`src/rtl/mux_nx1_stream_scan_if.sv`:
```
// ---------------------------------------------------------------------------
// mux_nx1_stream_scan_if
// Bus bundle for the N:1 streaming selector: the wide parallel input word
// with its valid/ready pair, and the registered single-channel output with
// its valid/ready pair plus channel tag and error flag.
//
//   in_data   [NCH*WIDTH]  channel k at bits [k*WIDTH +: WIDTH]
//   in_valid               producer has a word on in_data
//   in_ready               selector takes in_data this cycle
//   out_data  [WIDTH]      selected channel word
//   out_sel   [SELW]       channel index that produced out_data
//   out_err                out_data came from an out-of-range manual sel
//   out_valid              output register holds an untaken word
//   out_ready              consumer takes the output word
//
// master : the side that drives in_data/in_valid and out_ready
// slave  : the selector itself
// ---------------------------------------------------------------------------
interface mux_nx1_stream_scan_if #(
   parameter int WIDTH = 8,
   parameter int NCH   = 8,
   parameter int SELW  = $clog2(NCH)
);
   logic [NCH*WIDTH-1:0] in_data;
   logic                 in_valid;
   logic                 in_ready;
   logic [WIDTH-1:0]     out_data;
   logic [SELW-1:0]      out_sel;
   logic                 out_err;
   logic                 out_valid;
   logic                 out_ready;

   modport master (
      output in_data, in_valid, out_ready,
      input  in_ready, out_data, out_sel, out_err, out_valid
   );

   modport slave (
      input  in_data, in_valid, out_ready,
      output in_ready, out_data, out_sel, out_err, out_valid
   );
endinterface

```
`src/rtl/mux_nx1_stream_scan.sv`:
```
// ---------------------------------------------------------------------------
// mux_nx1_stream_scan
// NCH-channel, WIDTH-bit selector with a single registered output stage and
// valid/ready flow control. In manual mode the channel comes from sel; in
// scan mode an internal round-robin scanner walks the channels enabled in
// ch_mask, taking DWELL accepted words from each before moving on.
//
// Ports
//   clk      rising-edge clock
//   rst      asynchronous active-high reset
//   bus      slave side of mux_nx1_stream_scan_if (in/out streams)
//   sel      manual channel index (may exceed NCH-1; flagged as error)
//   mode     0 = manual, 1 = scan
//   ch_mask  channel enables for scan mode
// ---------------------------------------------------------------------------
module mux_nx1_stream_scan #(
   parameter int WIDTH = 8,
   parameter int NCH   = 8,
   parameter int DWELL = 4
) (
   input  logic                    clk,
   input  logic                    rst,
   mux_nx1_stream_scan_if.slave    bus,
   input  logic [$clog2(NCH)-1:0]  sel,
   input  logic                    mode,
   input  logic [NCH-1:0]          ch_mask
);

   localparam int SELW = $clog2(NCH);
   localparam int NPAD = 1 << SELW;   // channel count padded to a power of two
   localparam int NQ   = SELW / 2;    // number of 4:1 tree levels
   localparam int DCW  = 8;           // dwell counter width (DWELL <= 255)

   // -------------------------------------------------------------------------
   // Helper functions
   // -------------------------------------------------------------------------

   // Enable bit of channel ch, written as a mask test so that index values
   // beyond NCH-1 simply read as disabled.
   function automatic logic mask_bit(input logic [NCH-1:0]  mask,
                                     input logic [SELW-1:0] ch);
      return |(mask & (NCH'(1) << ch));
   endfunction

   // Next enabled channel strictly after cur, wrapping NCH-1 -> 0. When cur
   // is the only enabled channel the search comes back around to cur.
   function automatic logic [SELW-1:0] next_ch(input logic [NCH-1:0]  mask,
                                               input logic [SELW-1:0] cur);
      logic [SELW-1:0] res;
      logic            found;
      int              idx;
      res   = cur;
      found = 1'b0;
      for (int i = 1; i <= NCH; i++) begin
         idx = (int'(cur) + i) % NCH;
         if (!found && ((mask & (NCH'(1) << idx)) != '0)) begin
            res   = SELW'(idx);
            found = 1'b1;
         end
      end
      return res;
   endfunction

   // Lowest enabled channel, 0 when nothing is enabled.
   function automatic logic [SELW-1:0] first_ch(input logic [NCH-1:0] mask);
      logic [SELW-1:0] res;
      res = '0;
      for (int i = NCH - 1; i >= 0; i--) begin
         if ((mask & (NCH'(1) << i)) != '0) res = SELW'(i);
      end
      return res;
   endfunction

   function automatic logic [WIDTH-1:0] mux4(input logic [WIDTH-1:0] a,
                                             input logic [WIDTH-1:0] b,
                                             input logic [WIDTH-1:0] c,
                                             input logic [WIDTH-1:0] d,
                                             input logic [1:0]       s);
      logic [WIDTH-1:0] r;
      unique case (s)
         2'd0:    r = a;
         2'd1:    r = b;
         2'd2:    r = c;
         default: r = d;
      endcase
      return r;
   endfunction

   // -------------------------------------------------------------------------
   // Declarations
   // -------------------------------------------------------------------------
   logic [SELW-1:0]  scan_ch;
   logic [DCW-1:0]   dwell_cnt;
   logic             mode_q;

   logic [WIDTH-1:0] data_p1;
   logic [SELW-1:0]  sel_p1;
   logic             err_p1;
   logic             vld_p1;

   logic             mode_switch;
   logic             mask_empty;
   logic             cur_off;
   logic             scan_block;
   logic             accept;
   logic             xfer;
   logic             sel_oob;
   logic             err_p0;
   logic [SELW-1:0]  eff_ch;
   logic [WIDTH-1:0] tree_out;
   logic [WIDTH-1:0] data_p0;

   // -------------------------------------------------------------------------
   // Stage p0: handshake, channel choice and selection tree (combinational)
   // -------------------------------------------------------------------------
   assign mode_switch = mode & ~mode_q;
   assign mask_empty  = (ch_mask == '0);
   assign cur_off     = ~mask_bit(ch_mask, scan_ch);

   // In scan mode nothing is taken while the scanner is not parked on an
   // enabled channel: first cycle after entering scan, a mask that just
   // dropped the current channel, or an empty mask.
   assign scan_block  = mode & (mask_empty | cur_off | mode_switch);
   assign bus.in_ready = (~vld_p1 | bus.out_ready) & ~scan_block;

   assign accept = bus.in_valid & bus.in_ready;
   assign xfer   = vld_p1 & bus.out_ready;

   // Widened by one bit so the comparison is meaningful even when NCH is a
   // power of two.
   assign sel_oob = ({1'b0, sel} >= (SELW + 1)'(NCH));
   assign eff_ch  = mode ? scan_ch : sel;
   assign err_p0  = ~mode & sel_oob;

   // Radix-4 tree: level g consumes eff_ch bits [2g-1:2g-2]; an odd SELW
   // leaves one 2:1 level at the top driven by the MSB. Padded leaves are 0.
   for (genvar g = 0; g <= NQ; g++) begin : st
      localparam int CNT = NPAD >> (2 * g);
      logic [WIDTH-1:0] node [CNT];
      if (g == 0) begin : lf
         for (genvar j = 0; j < NPAD; j++) begin : l
            if (j < NCH) begin : used
               assign node[j] = bus.in_data[j*WIDTH +: WIDTH];
            end else begin : pad
               assign node[j] = '0;
            end
         end
      end else begin : q
         for (genvar j = 0; j < CNT; j++) begin : m
            assign node[j] = mux4(st[g-1].node[4*j],   st[g-1].node[4*j+1],
                                  st[g-1].node[4*j+2], st[g-1].node[4*j+3],
                                  eff_ch[2*g-1 -: 2]);
         end
      end
   end

   if (SELW % 2 == 1) begin : fin2
      assign tree_out = eff_ch[SELW-1] ? st[NQ].node[1] : st[NQ].node[0];
   end else begin : fin1
      assign tree_out = st[NQ].node[0];
   end

   assign data_p0 = err_p0 ? '0 : tree_out;

   // -------------------------------------------------------------------------
   // Stage p1: output register
   // -------------------------------------------------------------------------
   always_ff @(posedge clk or posedge rst) begin
      if (rst) begin
         vld_p1  <= 1'b0;
         data_p1 <= '0;
         sel_p1  <= '0;
         err_p1  <= 1'b0;
      end else if (accept) begin
         vld_p1  <= 1'b1;
         data_p1 <= data_p0;
         sel_p1  <= eff_ch;
         err_p1  <= err_p0;
      end else if (xfer) begin
         vld_p1  <= 1'b0;
      end
   end

   assign bus.out_valid = vld_p1;
   assign bus.out_data  = data_p1;
   assign bus.out_sel   = sel_p1;
   assign bus.out_err   = err_p1;

   // -------------------------------------------------------------------------
   // Scanner state: frozen in manual mode, mode_q always tracks mode
   // -------------------------------------------------------------------------
   always_ff @(posedge clk or posedge rst) begin
      if (rst) begin
         scan_ch   <= '0;
         dwell_cnt <= '0;
         mode_q    <= 1'b0;
      end else begin
         mode_q <= mode;
         if (mode) begin
            if (mode_switch) begin
               scan_ch   <= first_ch(ch_mask);
               dwell_cnt <= '0;
            end else if (!mask_empty && cur_off) begin
               // Current channel was disabled mid-dwell: hop without accepting.
               scan_ch   <= next_ch(ch_mask, scan_ch);
               dwell_cnt <= '0;
            end else if (accept) begin
               if (dwell_cnt == DCW'(DWELL - 1)) begin
                  scan_ch   <= next_ch(ch_mask, scan_ch);
                  dwell_cnt <= '0;
               end else begin
                  dwell_cnt <= dwell_cnt + DCW'(1);
               end
            end
         end
      end
   end

endmodule
```
`src/flat_wrapper.sv`:
```
// flat-port wrapper written by rule: the top's interface ports become plain ports
module mux_nx1_stream_scan_flat 
#(
   parameter int WIDTH = 8,
   parameter int NCH   = 8,
   parameter int DWELL = 4
)
  (clk, rst, sel, mode, ch_mask, bus_in_data, bus_in_valid, bus_out_ready, bus_in_ready, bus_out_data, bus_out_sel, bus_out_err, bus_out_valid);
  mux_nx1_stream_scan_if #(.WIDTH(WIDTH), .NCH(NCH)) bus_i ();
  input  logic clk;
  input  logic rst;
  input  logic [$clog2(NCH)-1:0] sel;
  input  logic mode;
  input  logic [NCH-1:0] ch_mask;
  input wire logic [$bits(bus_i.in_data)-1:0] bus_in_data;
  input wire logic [$bits(bus_i.in_valid)-1:0] bus_in_valid;
  input wire logic [$bits(bus_i.out_ready)-1:0] bus_out_ready;
  output wire logic [$bits(bus_i.in_ready)-1:0] bus_in_ready;
  output wire logic [$bits(bus_i.out_data)-1:0] bus_out_data;
  output wire logic [$bits(bus_i.out_sel)-1:0] bus_out_sel;
  output wire logic [$bits(bus_i.out_err)-1:0] bus_out_err;
  output wire logic [$bits(bus_i.out_valid)-1:0] bus_out_valid;
  assign bus_i.in_data = bus_in_data;
  assign bus_i.in_valid = bus_in_valid;
  assign bus_i.out_ready = bus_out_ready;
  assign bus_in_ready = bus_i.in_ready;
  assign bus_out_data = bus_i.out_data;
  assign bus_out_sel = bus_i.out_sel;
  assign bus_out_err = bus_i.out_err;
  assign bus_out_valid = bus_i.out_valid;
  mux_nx1_stream_scan #(.WIDTH(WIDTH), .NCH(NCH), .DWELL(DWELL)) u_core (.clk(clk), .rst(rst), .bus(bus_i), .sel(sel), .mode(mode), .ch_mask(ch_mask));
endmodule
```
`config.mk`:
```
export PLATFORM = sky130hd
export DESIGN_NAME = mux_nx1_stream_scan_flat
export DESIGN_NICKNAME = d
export VERILOG_FILES = /design/src/rtl/mux_nx1_stream_scan_if.sv /design/src/rtl/mux_nx1_stream_scan.sv /design/src/flat_wrapper.sv
export SDC_FILE = /design/constraint.sdc
export NUM_CORES = 1
export LEC_CHECK = 0
export ABC_AREA = 1
export ABC_CLOCK_PERIOD_IN_PS = 4900
export CAP_MARGIN = 10
export CORE_UTILIZATION = 45
export DETAILED_ROUTE_END_ITERATION = 10
export GPL_ROUTABILITY_DRIVEN = 0
export GPL_TIMING_DRIVEN = 0
export PLACE_DENSITY_LB_ADDON = 0.3
export SETUP_SLACK_MARGIN = 0.4
export SLEW_MARGIN = 20
export SYNTH_ARGS = -nofsm -noshare
export SYNTH_HDL_FRONTEND = slang
export SYNTH_SLANG_ARGS = --single-unit
```
`constraint.sdc`:
```
create_clock -name clk -period 4.9 [get_ports clk]
set_input_delay 1.225 -clock clk [delete_from_list [all_inputs] [get_ports clk]]
set_output_delay 1.225 -clock clk [all_outputs]
set_load 0.01 [all_outputs]
```
==> impl_metrics.json, run 1 <==
{
  "endpoint_kind": "output pin",
  "numCtsBuffers": 3,
  "ys_seq_area_share_pct": 20.6,
  "clkPwrFrac_pct": 8.1,
  "ys_seq_elements": 24,
  "fin_nets": 633,
  "yosysTopAreaCell": "dfrtp_1",
  "die_area_um2": 6810,
  "avgSynthCellArea_um2": 6.40,
  "slew_viol_final": 0,
  "io_buffers": 85,
  "finalSetupViolCount": 0,
  "cp-start-kind": "input port",
  "fmax_ghz": 0.237,
  "rows": 28,
  "relSlewSlack_pct": 40.3,
  "initial_core_util_pct": 47.9,
  "cts.sinks": 24,
  "fin_skew_ps": 3.16,
  "criticalPathCategory": "in2out",
  "cts_buffer_depth": 2,
  "synth_edf_count": 0,
  "grt_usage_pct": 26.7,
  "switching_power_w": 0.00117,
  "vias": 3468,
  "tightest_slew_ps": 895,
  "grt_pass1_wl_um": 14200,
  "switching_share_pct": 53.9,
  "drtIter0Drc": 191,
  "cts_setup_buffers": 0,
  "cp_max_fo": 8,
  "seqPwrFrac_pct": 15.1,
  "core_um2": 6100,
  "ios": 94,
  "design_area_um2": 3940,
  "gr-total-overflow": 0,
  "combPwrFrac_pct": 76.8,
  "drive_gt1_share_pct": 12.7,
  "antenna_found_initial": 0,
  "die_h_um": 82.5,
  "yosysTopAreaCellShare_pct": 20.6,
  "worstPathArrival_ps": 2990,
  "p_int_w": 0.00100,
  "placed_cell_area_um2": 3860,
  "drc": 0,
  "place_hpwl_um": 6920,
  "min_period_over_period_pct": 86.1,
  "ys_types": 45,
  "synth_nets": 543,
  "routed_wire_length_per_instance_um": 14.3,
  "power_leakage_nw": 1.86,
  "synth_most_common_cell": "nand2_1",
  "synthTopCellsByArea": "dfrtp_1, nand2_1, nand3_1",
  "period_needed_ps": 4220,
  "ys_warn_count": 0,
  "ant_nets": 0,
  "diodes": 0,
  "clkTransAtPathRegs_ps": 90,
  "cts_root_buffer": "clkbuf_8",
  "tritoncts": "done",
  "fillers": 574,
  "cts_resized": 0,
  "fin_tns_setup_ps": 0,
  "postCtsHoldBufs": 0,
  "synthArstFlopShare_pct": 100,
  "drt-vias-per-instance": 5.59,
  "yosys-top-cells-count": "nand2_1, nand3_1, inv_1",
  "ir_drop_v": 0.000479,
  "area_growth_pct": 34.8,
  "wirelength_um": 8870,
  "hold_violations": 0,
  "crit_required_ps": 3670,
  "max_cap_viol_count": 0,
  "synth-main-ff-cell": "dfrtp_1",
  "rsz0062_at_grt": "no",
  "power_density_nw_per_um2": 552,
  "dieWidth_um": 82.5,
  "hold_path.class": "reg2reg",
  "syn-cell-area_um2": 2920,
  "drt-pass1-iter-count": 5,
  "grt_max_degree": 25,
  "grt_pass1_vias": 3226,
  "syn_inst": 456,
  "insertion_delay_ps": 270,
  "outcome": "finished clean",
  "htree_levels": 1
}
## power groups by stage
| stage | Combinational [W] | Sequential (W) | Clock, W |
|---|---|---|---|
| 6_report | 0.00167 | 0.000328 | 0.000176 |
| 5_1_grt | 0.00183 | 0.000338 | 0.000184 |
| 4_1_cts | 0.00166 | 0.000326 | 0.000176 |
| 3_5_place_dp | 0.00164 | 0.000329 | 0 |
| 3_3_place_gp | 0.00161 | 0.000325 | 0 |
| 2_1_floorplan | 0.00120 | 0.000337 | 0 |
## layout by cell type (no fill, tap or decap), types with 3 or more instances in the layout
cell type,count
a21oi_1,8
a221oi_1,13
buf_2,15
buf_4,3
clkbuf_1,3
clkbuf_8,3
clkdlybuf4s50_1,85
dfrtp_1,24
ha_1,7
inv_1,46
inv_2,9
mux2_2,7
mux2i_1,4
nand2_1,123
nand2_2,5
nand2_4,3
nand2_8,3
nand3_1,56
nand3_2,3
nand4_1,20
nor2_1,40
nor2_4,4
nor3_1,7
o21ai_0,16
o21ai_1,7
## logic make-up after synthesis
logic type	share of synthesized area [%]
adder cells (fa/ha/maj)	3.00
flip-flops	20.6
buffers and inverters	11.8
AO/OA/AOI/OAI	12.4
AND/OR/NAND/NOR	48.0
multiplexers	4.07
other	0.128
## state kept, by name (all words and copies together) (netlist names)
signal	cells
u_core.bus.out_data	8
u_core.bus.out_sel	3
u_core.bus.out_valid	1
u_core.dwell_cnt	8
u_core.mode_q	1
u_core.scan_ch	3
## worst paths after layout
kind                                  startpoint                    end  slack, ps  cells after the start
setup reg to reg               u_core.scan_ch[1]      u_core.scan_ch[1]       2260                     15
min in group asynchronous                    rst  u_core.bus.out_sel[2]       1470                      2
max in group asynchronous                    rst    u_core.dwell_cnt[5]       2890                      2
hold reg to reg            u_core.bus.out_sel[0]  u_core.bus.out_sel[0]        500                      2
hold / removal             u_core.bus.out_sel[0]  u_core.bus.out_sel[0]        500                      2
setup / recovery                            mode           bus_in_ready        680                      8
## cell type report
| type | count | area (um2) | share of cell area, % |
|---|---|---|---|
| buffer | 23 | 131 | 3.34 |
| multi-input combinational | 352 | 1970 | 50.1 |
| timing repair buffer | 85 | 851 | 21.6 |
| clock inverter | 1 | 30.0 | 0.763 |
| inverter | 57 | 214 | 5.44 |
| tap | 75 | 93.8 | 2.38 |
| sequential | 24 | 601 | 15.3 |
| clock buffer | 3 | 41.3 | 1.05 |
## worst max-delay path: stages
cell and delay [ps]:
clkdlybuf4s50_1 420, buf_4 170, inv_1 90, nor2_2 60
inv_1 140, nand2_1 140, a21oi_4 180, clkdlybuf4s50_1 560
## metal layers
layer | share of wire [%] | track usage, % | wire length (um)
met5 | 0 | 0 | 0
met1 | 40 | 31.0 | 3520
met3 | 7.6 | 4.73 | 677
met4 | 2.4 | 8.45 | 217
met2 | 50 | 49.3 | 4460
## through the flow
stage / hold slack (ps) / power [W] / setup slack (ps) / util [%] / instances
after CTS: 501 / 0.00216 / 683 / 64.6 / 620
after detailed placement: 478 / 0.00197 / 691 / 63.4 / 616
after floorplan: 435 / 0.00154 / 1780 / - / 456
after global routing: 528 / 0.00236 / 586 / 64.6 / 620
after global placement: 454 / 0.00194 / 703 / 63.4 / 616
final: 503 / 0.00217 / 682 / 64.6 / 620
Power figures use the tool's default switching activity.
==> run 2: changes to the inputs <==
Settings changed: CORE_MARGIN set to 2, CTS_BUF_LIST set to sky130_fd_sc_hd__clkbuf_2 sky130_fd_sc_hd__clkbuf_4 sky130_fd_sc_hd__clkbuf_8.
==> impl_metrics.json, run 2 (synthesis gave the netlist of run 1 again) <==
{
  "outcome": "finished clean",
  "critPathLaunch": "mode",
  "hold_path.class": "reg2reg",
  "drive_gt1_share_pct": 12.7,
  "final_core_util_pct": 62.4,
  "core_um2": 6310,
  "grt_usage_pct": 25.2,
  "endpoint_kind": "output pin",
  "initial_core_util_pct": 46.2,
  "cts_root_buffer": "clkbuf_8",
  "fin_nets": 633,
  "cts_setup_buffers": 0,
  "relSlewSlack_pct": 39.5,
  "post-place-cells": 618,
  "tightest_slew_ps": 906,
  "place_hpwl_um": 7320,
  "fin_tns_setup_ps": 0,
  "max_cap_viol_count": 0,
  "layout.cells.non_filler": 622,
  "clkTransAtPathRegs_ps": 90,
  "numCtsBuffers": 3,
  "worstPathArrival_ps": 2990,
  "vias": 3451,
  "finalSetupViolCount": 0,
  "fmax_ghz": 0.237,
  "wl_met2_um": 4650,
  "antenna_found_initial": 0,
  "diodes": 0,
  "hold_ws_ps": 494,
  "wirelength_met1_um": 3630,
  "area_growth_pct": 34.9,
  "rsz0062_at_grt": "no",
  "ir_drop_v": 0.000440,
  "period_needed_ps": 4220,
  "grt_max_degree": 25,
  "met3WireLength_um": 677,
  "grt_pass1_wl_um": 15000,
  "layout_commonest_cell": "nand2_1",
  "min_period_over_period_pct": 86.1,
  "r2r_start": "u_core.scan_ch[1]",
  "ant_nets": 0,
  "multi_input_area_um2": 1970,
  "design_area_um2": 3940,
  "cts_resized": 0,
  "fillers": 588,
  "cp-start-kind": "input port",
  "rows": 29,
  "power_density_nw_per_um2": 552,
  "drt-vias-per-instance": 5.55,
  "routed_wire_length_per_instance_um": 14.8,
  "crit_required_ps": 3670,
  "drtIter0Drc": 205,
  "top_layer": "met4",
  "insertion_delay_ps": 270,
  "drc": 0,
  "slew_viol_final": 0,
  "postCtsHoldBufs": 0,
  "seq_area_um2": 601,
  "die_h_um": 84.5,
  "tritoncts": "done",
  "criticalPathCategory": "in2out",
  "drt-pass1-iter-count": 5,
  "wirelength_um": 9200,
  "ios": 94,
  "htree_levels": 1,
  "cts_buffer_depth": 2,
  "min_from": "u_core.dwell_cnt[7]",
  "dieWidth_um": 84.5,
  "cp_max_fo": 8,
  "fin_skew_ps": 3.09,
  "gr-total-overflow": 0,
  "die_area_um2": 7150,
  "placed_cell_area_um2": 3870,
  "hold_violations": 0,
  "cts.sinks": 24,
  "final_cell_mix": "nand2_1, clkdlybuf4s50_1, nand3_1",
  "grt_pass1_vias": 3280,
  "power_leakage_nw": 1.86,
  "io_buffers": 85
}
[run 2: cell counts in the layout (fill, tap and decap cells not counted)]
Identical to the previous run, type by type.
[run 2: report_power, final]
part           switching (W)  internal [W]
Sequential         0.0000579      0.000268
Combinational        0.00105      0.000624
Clock              0.0000651      0.000109
Total                0.00117       0.00100
[run 2: final timing paths]
| check | slack (ps) | cells past startpoint | to |
|---|---|---|---|
| max in group asynchronous | 2900 | 2 | u_core.scan_ch[1] |
| worst min register to register | 490 | 1 | u_core.dwell_cnt[7] |
| worst min-delay path | 490 | 1 | u_core.dwell_cnt[7] |
| min in group asynchronous | 1450 | 2 | u_core.bus.out_data[4] |
| worst max register to register | 2230 | 15 | u_core.scan_ch[1] |
| worst max-delay path | 680 | 8 | bus_in_ready |
[run 2: worst max-delay path, stage by stage]
cell and delay [ps]:
clkdlybuf4s50_1 410, buf_4 170, inv_1 80, nor2_2 60
inv_1 140, nand2_1 150, a21oi_4 190, clkdlybuf4s50_1 560
[run 2: metal layers]
metal  vias to the layer above  track usage, %
li1                       1692               -
met1                      1588            30.1
met2                       141            46.0
met3                        30            4.52
met4                         0            7.22
met5                         -               0
[run 2: final cells by class]
class                   count  share of cell area (%)
plain buffers              23                    3.34
clock buffers               3                    1.05
clock inverters             1                   0.763
inverters                  57                    5.43
multi-input cells         352                    50.1
flip-flops and latches     24                    15.3
well taps                  77                    2.45
repair buffers             85                    21.6
[run 2: metrics by stage]
step / power [W] / setup WS (ps)
6_report: 0.00218 / 681
5_1_grt: 0.00237 / 556
4_1_cts: 0.00217 / 671
3_5_place_dp: 0.00199 / 683
3_3_place_gp: 0.00195 / 697
2_1_floorplan: 0.00154 / 1780
